[src/rtl/aes_stream_if_if.sv]
// ---------------------------------------------------------------------------
// aes_stream_if_if
// Bundles every signal of the AES streaming wrapper apart from clk/rst.
//   Word input side : i_wvalid, i_wdata, i_mode, i_reuse_key -> o_wready
//   Core side       : o_start, o_mode, o_key, o_block <- i_core_ready, i_core_out
//   Result side     : o_rvalid, o_rdata <- i_rready
//   Status          : o_busy, o_timeout
// The master modport drives the word source, the core response and the
// result sink. The slave modport is the wrapper itself.
// ---------------------------------------------------------------------------
interface aes_stream_if_if;
    logic         i_wvalid;
    logic [31:0]  i_wdata;
    logic         i_mode;
    logic         i_reuse_key;
    logic         o_wready;
    logic         o_start;
    logic         o_mode;
    logic [127:0] o_key;
    logic [127:0] o_block;
    logic         i_core_ready;
    logic [127:0] i_core_out;
    logic         o_rvalid;
    logic [31:0]  o_rdata;
    logic         i_rready;
    logic         o_busy;
    logic         o_timeout;

    modport master (
        output i_wvalid, i_wdata, i_mode, i_reuse_key, i_core_ready, i_core_out, i_rready,
        input  o_wready, o_start, o_mode, o_key, o_block, o_rvalid, o_rdata, o_busy, o_timeout
    );

    modport slave (
        input  i_wvalid, i_wdata, i_mode, i_reuse_key, i_core_ready, i_core_out, i_rready,
        output o_wready, o_start, o_mode, o_key, o_block, o_rvalid, o_rdata, o_busy, o_timeout
    );
endinterface

[src/rtl/aes_stream_if.sv]
// ---------------------------------------------------------------------------
// aes_stream_if
// Streams 32-bit words into a 128-bit AES core and streams the 128-bit
// result back out as four 32-bit words, MSW first.
// A job is 8 words (4 key words and then 4 data words) or, when the reuse flag
// sampled with the first word is set, 4 data words with the stored key.
// Ports:
//   clk  - single clock, rising edge
//   rst  - asynchronous active-high reset
//   bus  - aes_stream_if_if.slave (word input, core control, result output,
//          busy and timeout status)
// Parameter:
//   TIMEOUT_CYC - WAIT cycles without i_core_ready before the job is dropped
// ---------------------------------------------------------------------------
module aes_stream_if #(
    parameter int TIMEOUT_CYC = 1023
) (
    input  logic           clk,
    input  logic           rst,
    aes_stream_if_if.slave bus
);

    // The wait counter only has to reach TIMEOUT_CYC-1.
    localparam int WCW = (TIMEOUT_CYC < 2) ? 1 : $clog2(TIMEOUT_CYC);

    typedef enum logic [2:0] {
        S_IDLE  = 3'd0,
        S_LOAD  = 3'd1,
        S_START = 3'd2,
        S_WAIT  = 3'd3,
        S_DRAIN = 3'd4
    } state_t;

    state_t         state_r;
    state_t         state_nxt;
    logic [2:0]     cnt_r;
    logic [WCW-1:0] wait_r;
    logic           reuse_r;
    logic           mode_r;
    logic [127:0]   key_r;
    logic [127:0]   block_r;
    logic [127:0]   result_r;
    logic [31:0]    rdata_r;
    logic           wready_r;
    logic           start_r;
    logic           rvalid_r;
    logic           timeout_r;
    logic           busy_r;

    logic           w_xfer_s;
    logic           r_xfer_s;
    logic           reuse_s;
    logic           key_word_s;
    logic           last_word_s;
    logic           capture_s;
    logic           expire_s;

    // Next-state decode and handshake qualifiers.
    always_comb begin
        state_nxt   = state_r;
        w_xfer_s    = bus.i_wvalid & wready_r;
        r_xfer_s    = rvalid_r & bus.i_rready;
        // The reuse flag only becomes a register after the first word, so in
        // IDLE the live input decides how that first word is routed.
        reuse_s     = (state_r == S_IDLE) ? bus.i_reuse_key : reuse_r;
        key_word_s  = ~reuse_s & ~cnt_r[2];
        last_word_s = reuse_s ? (cnt_r == 3'd3) : (cnt_r == 3'd7);
        capture_s   = (state_r == S_WAIT) & bus.i_core_ready;
        expire_s    = (state_r == S_WAIT) & ~bus.i_core_ready &
                      (wait_r == WCW'(TIMEOUT_CYC - 1));

        case (state_r)
            S_IDLE: begin
                if (w_xfer_s) begin
                    state_nxt = S_LOAD;
                end else begin
                    state_nxt = S_IDLE;
                end
            end
            S_LOAD: begin
                if (w_xfer_s && last_word_s) begin
                    state_nxt = S_START;
                end else begin
                    state_nxt = S_LOAD;
                end
            end
            S_START: begin
                state_nxt = S_WAIT;
            end
            S_WAIT: begin
                if (capture_s) begin
                    state_nxt = S_DRAIN;
                end else if (expire_s) begin
                    state_nxt = S_IDLE;
                end else begin
                    state_nxt = S_WAIT;
                end
            end
            S_DRAIN: begin
                if (r_xfer_s && (cnt_r == 3'd3)) begin
                    state_nxt = S_IDLE;
                end else begin
                    state_nxt = S_DRAIN;
                end
            end
            default: begin
                state_nxt = S_IDLE;
            end
        endcase
    end

    // State register.
    always_ff @(posedge clk or posedge rst) begin
        if (rst) begin
            state_r <= S_IDLE;
        end else begin
            state_r <= state_nxt;
        end
    end

    // Registered outputs, word assembly, counters and the result buffer.
    always_ff @(posedge clk or posedge rst) begin
        if (rst) begin
            wready_r  <= 1'b0;
            start_r   <= 1'b0;
            rvalid_r  <= 1'b0;
            timeout_r <= 1'b0;
            busy_r    <= 1'b0;
            cnt_r     <= 3'd0;
            wait_r    <= {WCW{1'b0}};
            reuse_r   <= 1'b0;
            mode_r    <= 1'b0;
            key_r     <= 128'h0;
            block_r   <= 128'h0;
            result_r  <= 128'h0;
            rdata_r   <= 32'h0;
        end else begin
            // Control outputs follow the state being entered, so each one is
            // valid in exactly the cycle its state is occupied.
            wready_r  <= (state_nxt == S_IDLE) || (state_nxt == S_LOAD);
            start_r   <= (state_nxt == S_START);
            rvalid_r  <= (state_nxt == S_DRAIN);
            busy_r    <= (state_nxt != S_IDLE);
            timeout_r <= expire_s;

            // One counter serves both input words and output words; it is
            // zeroed on entry to IDLE and on entry to START.
            if ((state_nxt == S_IDLE) || (state_nxt == S_START)) begin
                cnt_r <= 3'd0;
            end else if (w_xfer_s || r_xfer_s) begin
                cnt_r <= cnt_r + 3'd1;
            end

            if ((state_r == S_WAIT) && (state_nxt == S_WAIT)) begin
                wait_r <= wait_r + WCW'(1);
            end else begin
                wait_r <= {WCW{1'b0}};
            end

            if (w_xfer_s && (state_r == S_IDLE)) begin
                mode_r  <= bus.i_mode;
                reuse_r <= bus.i_reuse_key;
            end

            // Words arrive MSW first, so shifting left lands word 0 in [127:96].
            // A reuse job never touches key_r, which keeps the previous key.
            if (w_xfer_s) begin
                if (key_word_s) begin
                    key_r <= {key_r[95:0], bus.i_wdata};
                end else begin
                    block_r <= {block_r[95:0], bus.i_wdata};
                end
            end

            if (capture_s) begin
                result_r <= bus.i_core_out;
                rdata_r  <= bus.i_core_out[127:96];
            end else if (r_xfer_s) begin
                result_r <= {result_r[95:0], 32'h0};
                rdata_r  <= result_r[95:64];
            end
        end
    end

    assign bus.o_wready  = wready_r;
    assign bus.o_start   = start_r;
    assign bus.o_mode    = mode_r;
    assign bus.o_key     = key_r;
    assign bus.o_block   = block_r;
    assign bus.o_rvalid  = rvalid_r;
    assign bus.o_rdata   = rdata_r;
    assign bus.o_busy    = busy_r;
    assign bus.o_timeout = timeout_r;

endmodule

[src/flat_wrapper.sv]
// flat-port wrapper written by rule: the top's interface ports become plain ports
module aes_stream_if_flat 
#(
    parameter int TIMEOUT_CYC = 1023
)
  (clk, rst, bus_i_wvalid, bus_i_wdata, bus_i_mode, bus_i_reuse_key, bus_i_core_ready, bus_i_core_out, bus_i_rready, bus_o_wready, bus_o_start, bus_o_mode, bus_o_key, bus_o_block, bus_o_rvalid, bus_o_rdata, bus_o_busy, bus_o_timeout);
  aes_stream_if_if bus_i ();
  input  logic clk;
  input  logic rst;
  input wire logic [$bits(bus_i.i_wvalid)-1:0] bus_i_wvalid;
  input wire logic [$bits(bus_i.i_wdata)-1:0] bus_i_wdata;
  input wire logic [$bits(bus_i.i_mode)-1:0] bus_i_mode;
  input wire logic [$bits(bus_i.i_reuse_key)-1:0] bus_i_reuse_key;
  input wire logic [$bits(bus_i.i_core_ready)-1:0] bus_i_core_ready;
  input wire logic [$bits(bus_i.i_core_out)-1:0] bus_i_core_out;
  input wire logic [$bits(bus_i.i_rready)-1:0] bus_i_rready;
  output wire logic [$bits(bus_i.o_wready)-1:0] bus_o_wready;
  output wire logic [$bits(bus_i.o_start)-1:0] bus_o_start;
  output wire logic [$bits(bus_i.o_mode)-1:0] bus_o_mode;
  output wire logic [$bits(bus_i.o_key)-1:0] bus_o_key;
  output wire logic [$bits(bus_i.o_block)-1:0] bus_o_block;
  output wire logic [$bits(bus_i.o_rvalid)-1:0] bus_o_rvalid;
  output wire logic [$bits(bus_i.o_rdata)-1:0] bus_o_rdata;
  output wire logic [$bits(bus_i.o_busy)-1:0] bus_o_busy;
  output wire logic [$bits(bus_i.o_timeout)-1:0] bus_o_timeout;
  assign bus_i.i_wvalid = bus_i_wvalid;
  assign bus_i.i_wdata = bus_i_wdata;
  assign bus_i.i_mode = bus_i_mode;
  assign bus_i.i_reuse_key = bus_i_reuse_key;
  assign bus_i.i_core_ready = bus_i_core_ready;
  assign bus_i.i_core_out = bus_i_core_out;
  assign bus_i.i_rready = bus_i_rready;
  assign bus_o_wready = bus_i.o_wready;
  assign bus_o_start = bus_i.o_start;
  assign bus_o_mode = bus_i.o_mode;
  assign bus_o_key = bus_i.o_key;
  assign bus_o_block = bus_i.o_block;
  assign bus_o_rvalid = bus_i.o_rvalid;
  assign bus_o_rdata = bus_i.o_rdata;
  assign bus_o_busy = bus_i.o_busy;
  assign bus_o_timeout = bus_i.o_timeout;
  aes_stream_if #(.TIMEOUT_CYC(TIMEOUT_CYC)) u_core (.clk(clk), .rst(rst), .bus(bus_i));
endmodule
[config.mk]
export PLATFORM = sky130hd
export DESIGN_NAME = aes_stream_if_flat
export DESIGN_NICKNAME = d
export VERILOG_FILES = /design/src/rtl/aes_stream_if_if.sv /design/src/rtl/aes_stream_if.sv /design/src/flat_wrapper.sv
export SDC_FILE = /design/constraint.sdc
export NUM_CORES = 1
export LEC_CHECK = 0
export ABC_CLOCK_PERIOD_IN_PS = 13300
export BUFFER_PORTS_ARGS = -buffer_cell sky130_fd_sc_hd__buf_2
export CORE_ASPECT_RATIO = 0.75
export CORE_MARGIN = 3
export CORE_UTILIZATION = 53
export DETAILED_ROUTE_END_ITERATION = 6
export PLACE_DENSITY_LB_ADDON = 0.2
export RECOVER_POWER = 25
export SETUP_SLACK_MARGIN = 0.3
export SYNTH_ARGS = -nofsm -noshare
export SYNTH_HDL_FRONTEND = slang
export SYNTH_SLANG_ARGS = --single-unit
[constraint.sdc]
create_clock -name clk -period 13.3 [get_ports clk]
set_input_delay 0.665 -clock clk [delete_from_list [all_inputs] [get_ports clk]]
set_output_delay 0.665 -clock clk [all_outputs]
set_load 0.005 [all_outputs]
# Yosys cells after proc, flatten, opt, wreduce, memory -nomap -nowiden
# Cells that the tools add are included.
[word_totals]
ff_bits = 407
output_inout_bits = 294
word_cells = 66
input_bits = 167
[op_classes]
bitwise_logic = 10
mux = 15
reduce_logical = 14
n_eq_ne = 11
n_addsub = 2
[ops]
columns = ["op", "n"]
rows = [
  ["$mux W96", 2],
  ["$mux W32", 2],
  ["$eq A3 B2 Y1 const B", 5],
  ["$pmux W3 S5", 1],
  ["$mux W3", 4],
  ["$add A10 B1 Y10 const B", 1],
  ["$eq A10 B10 Y1 const B", 1],
  ["$mux W10", 1],
  ["$eq A3 B3 Y1 const B", 3],
  ["$and A1 B1 Y1", 6],
  ["$eq A3 B1 Y1 const B", 2],
  ["$logic_not A3 Y1", 2],
  ["$logic_and A1 B1 Y1", 4],
  ["$mux W2", 2],
  ["$not A1 Y1", 4],
  ["$reduce_and A2 Y1", 2],
  ["$reduce_bool A2 Y1", 2],
  ["$add A3 B1 Y3 const B", 1],
  ["$logic_or A1 B1 Y1", 3],
  ["$mux W1", 3],
  ["$reduce_bool A3 Y1", 1],
]

# Logic depth before layout (Yosys ltp)
[depth]
word_depth = 9
depth_mapped = 7
ltp_nobuf = 6

# Worst setup path before layout
# Ideal clock, no wire load.
[synth_path]
path_type = "reg2reg"
startpoint = "register u_core.state_r[0]"
endpoint = "register u_core.key_r[10] (netlist: u_core.bus.o_key[10])"
period_less_slack_ps = 1897
t_required_ps = 13175
path_stages_with_launch = 8
t_arrival_ps = 1772
path_buffers = 3
slack_ps = 11403
setup_ps = 125
path_cell_list = "dfrtp_1 buf_2 nor3_4 mux2i_1 nor3b_2 buf_4 buf_4 mux2_2"
[synth_between]
elab_chain_cells = 5
[synth_rtl]
columns = ["element", "line", "text"]
rows = [
  ["from (decl)", "aes_stream_if.sv:34", "state_t state_r;"],
  ["from (signal assigned)", "aes_stream_if.sv:117", "state_r <= state_nxt;"],
  ["$logic_not A3 Y1", "aes_stream_if.sv:65", "reuse_s = (state_r == S_IDLE) ? bus.i_reuse_key : reuse_r;"],
  ["$mux W1", "aes_stream_if.sv:65", ""],
  ["$not A1 Y1", "aes_stream_if.sv:66", "key_word_s = ~reuse_s & ~cnt_r[2];"],
  ["$and A1 B1 Y1", "aes_stream_if.sv:66", ""],
  ["$reduce_and A2 Y1 (no line)", "--", ""],
  ["to (signal assigned)", "aes_stream_if.sv:169", "key_r <= {key_r[95:0], bus.i_wdata};"],
  ["to (decl)", "aes_stream_if.sv:40", "logic [127:0] key_r;"],
]
# Every way passes these cells.
# A chain may end at the register's enable or synchronous reset.

==> impl_metrics.py <==
metrics = {
    "outcome": {
        "outcome": "finished with violations",
        "violations": "capacitance limit, slew limit",
    },
    "final_layout": {
        "ff_latch_area_um2": 10180,
        "nets": 1824,
        "drive_gt1_share_pct": 42.45,
        "multi_input_area_um2": 6132,
        "area_delta_synth_final_pct": 21.14,
        "fillers": 2352,
    },
    "clock_network": {
        "cts_root_buffer": "clkbuf_16",
        "clock_path_buffers": 3,
        "cts_sinks": 407,
        "cts_tree": "yes",
        "htree_levels": 2,
        "cts_made_buffers": 39,
        "clk_pin_slew_ns": 0.06,
        "ctsHoldBuffers": 0,
        "post_cts_resized": 0,
        "clock_latency_ns": 0.53,
        "postCtsSetupBuffers": 0,
    },
    "synthesis": {
        "ys.flop_type": "dfrtp_1",
        "yosysUniqueCellTypes": 36,
        "synth_top_area_cell": "dfrtp_1",
        "synthArstFlopShare_pct": 100.0,
        "postSynthCellCount": 1210,
        "synth_commonest_cells": "dfrtp_1 (407), mux2_2 (138), mux2_4 (120)",
        "yosysMostFrequentCell": "dfrtp_1",
        "synthesis.nets": 1382,
        "netlist_area_um2": 16780,
        "avgSynthCellArea_um2": 13.87,
        "ys_top_cells_by_area": "dfrtp_1 (61%), mux2_4 (11%), mux2_2 (9.3%), mux2i_1 (5.8%), a21oi_1 (3.1%)",
        "yosysWarnings": 0,
        "synth_top_area_share_pct": 60.70,
        "yosysSeqAreaShare_pct": 60.70,
        "synth-seq-cells": 407,
        "synth_edf_count": 0,
    },
    "floorplanning": {
        "die-area_um2": 33850,
        "num_io_pins": 461,
        "die_h_um": 160.1,
        "initial_core_util_pct": 54.67,
        "rows": 55,
        "core_um2": 30690,
        "die_w_um": 211.5,
    },
    "setup_path": {
        "critical_path_class": "in -> async",
        "cp_max_fo": 135,
        "arrival_ns": 6.12,
        "slowest_stage": "clkinvlp_2",
        "path_cells": "buf_2, clkinvlp_2, buf_4, buf_4",
        "critPathLaunchType": "input port",
        "cp-end-kind": "asynchronous set/reset pin",
        "critPathBufInv": 4,
        "critPathTopFamily": "buffers and inverters",
        "crit_path_max_incr_delay_ns": 3.27,
        "crit_path_frequent_cell": "buf_4",
        "required_ns": 13.82,
    },
    "timing": {
        "grt_setup_unrepaired": "false",
        "post-route-min-period_ns": 5.597,
        "fin_skew_ns": 0.01315,
        "drv_slew": 136,
        "hold_viol": 0,
        "worst_pin_slew_ns": 5.901,
        "relSlewSlack_pct": -295.5,
        "holdWs_ns": 0.3244,
        "max_freq_mhz": 178.7,
        "setup_viol": 0,
        "finalCritPeriodShare_pct": 42.08,
        "fin_setup_tns_ns": 0,
    },
    "global_route": {
        "grt_max_degree": 136,
        "antenna_found_initial": 7,
        "grt_pass1_vias": 11350,
        "grt_pass1_wl_um": 64740,
        "track_usage_pct": 24.08,
        "grt-ovfl-total": 0,
    },
    "placed_design": {
        "dp_hpwl_um": 29190,
        "io_buffers": 460,
        "gp_congestion": 0.8227,
    },
    "route": {
        "postRouteAntennaNets": 0,
        "drc": 0,
        "via_per_inst": 5.361,
        "drt_iter0_drc": 935,
        "wl_um": 41230,
        "dr.pass1.iters": 4,
        "wl_per_cell_um": 19.85,
        "route.vias.total": 11140,
    },
    "job": {
        "drv_cap": 1,
    },
    "power_and_ir_drop": {
        "ir_worst_vdd_mv": 0.1659,
        "p_leak_nw": 10.65,
        "power_density_nw_per_um2": 262.9,
    },
    "hold_path": {
        "min_path_type": "in -> reg",
    },
}
## layout by cell type (no fill, tap or decap), types with 2 or more instances in the layout
master	instances
a211oi_1	2
a21oi_1	104
and2_1	2
and4_1	2
buf_2	378
buf_4	12
clkbuf_1	90
clkbuf_16	40
clkbuf_8	8
clkinv_2	6
dfrtp_1	407
diode_2	3
ha_1	5
inv_1	3
mux2_2	138
mux2_4	120
mux2i_1	98
nand2_1	76
nand2b_1	3
nand3_1	38
nand4_1	2
nor2_1	110
nor3_1	2
or3_1	2
xnor2_1	4
xor2_1	5
## sequential cells by signal, indices dropped and copies added (netlist names)
name                  count
u_core.cnt_r              3
u_core.reuse_r            1
u_core.bus.o_busy         1
u_core.bus.o_key        128
u_core.bus.o_timeout      1
u_core.wait_r            10
u_core.bus.o_wready       1
u_core.bus.o_start        1
u_core.bus.o_block      128
u_core.result_r          96
u_core.bus.o_mode         1
u_core.bus.o_rvalid       1
u_core.state_r            3
u_core.bus.o_rdata       32
## routing by layer
layer	part of all wire [%]	GRT usage (%)	wire length [um]	vias up
met4	3.0	7.819	1226	8
met3	6.5	6.540	2682	85
li1	-	-	-	5106
met2	48	38.31	19600	309
met1	43	32.39	17670	5627
met5	0.11	0	47	-
## metrics by stage
| stage | instance area [um2] | instances | setup slack (ns) | utilization, % | power, mW |
|---|---|---|---|---|---|
| floorplan | 16780 | 1210 | 1.312 | - | 3.569 |
| global placement | 19230 | 2010 | 9.649 | 62.66 | 4.254 |
| detailed placement | 19230 | 2010 | 9.566 | 62.66 | 4.349 |
| CTS | 20430 | 2074 | 9.545 | 66.56 | 5.423 |
| global route | 20330 | 2077 | 6.561 | 66.23 | 5.683 |
| finish | 20330 | 2077 | 7.703 | 66.23 | 5.344 |
## logic make-up after synthesis
group           Yosys count  share of synthesized area (%)
buf+inv                  75                          2.893
flops                   407                          60.70
xor+xnor                  9                         0.4698
fa+ha+maj                 5                         0.3729
compound gates          111                          3.438
simple gates            247                          6.279
mux                     356                          25.85
## worst paths after layout
check	startpoint	end	slack, ns	cells after the start
worst max-delay path	rst	u_core.bus.o_block[76]	7.70	4
worst min-delay path	bus_i_core_out[9]	u_core.result_r[9]	0.32	3
worst max register to register	u_core.state_r[2]	u_core.bus.o_block[90]	9.50	6
worst min register to register	u_core.result_r[11]	u_core.result_r[11]	0.50	2
max in group clk	u_core.state_r[2]	u_core.bus.o_block[90]	9.50	6
min in group asynchronous	rst	u_core.bus.o_block[127]	2.00	2
## power breakdown
part	total, mW	leakage (nW)	switching [mW]	internal [mW]
clock	1.05	0.595	0.457	0.595
sequential	2.29	4.94	0.432	1.85
combinational	2.01	5.11	0.836	1.17
## layout make-up
type	count	area share (%)
flip-flops and latches	407	50.11
multi-input cells	728	30.17
well taps	399	2.456
clock inverters	8	0.2709
diodes	3	0.03693
clock buffers	56	5.614
repair buffers	472	11.27
inverters	4	0.08002
## worst min-delay path, cell delays in order
cell,delay (ns)
buf_2,0.07
nand2_1,0.04
nand2_1,0.04
Note: power is estimated with default switching activity, not from simulation.
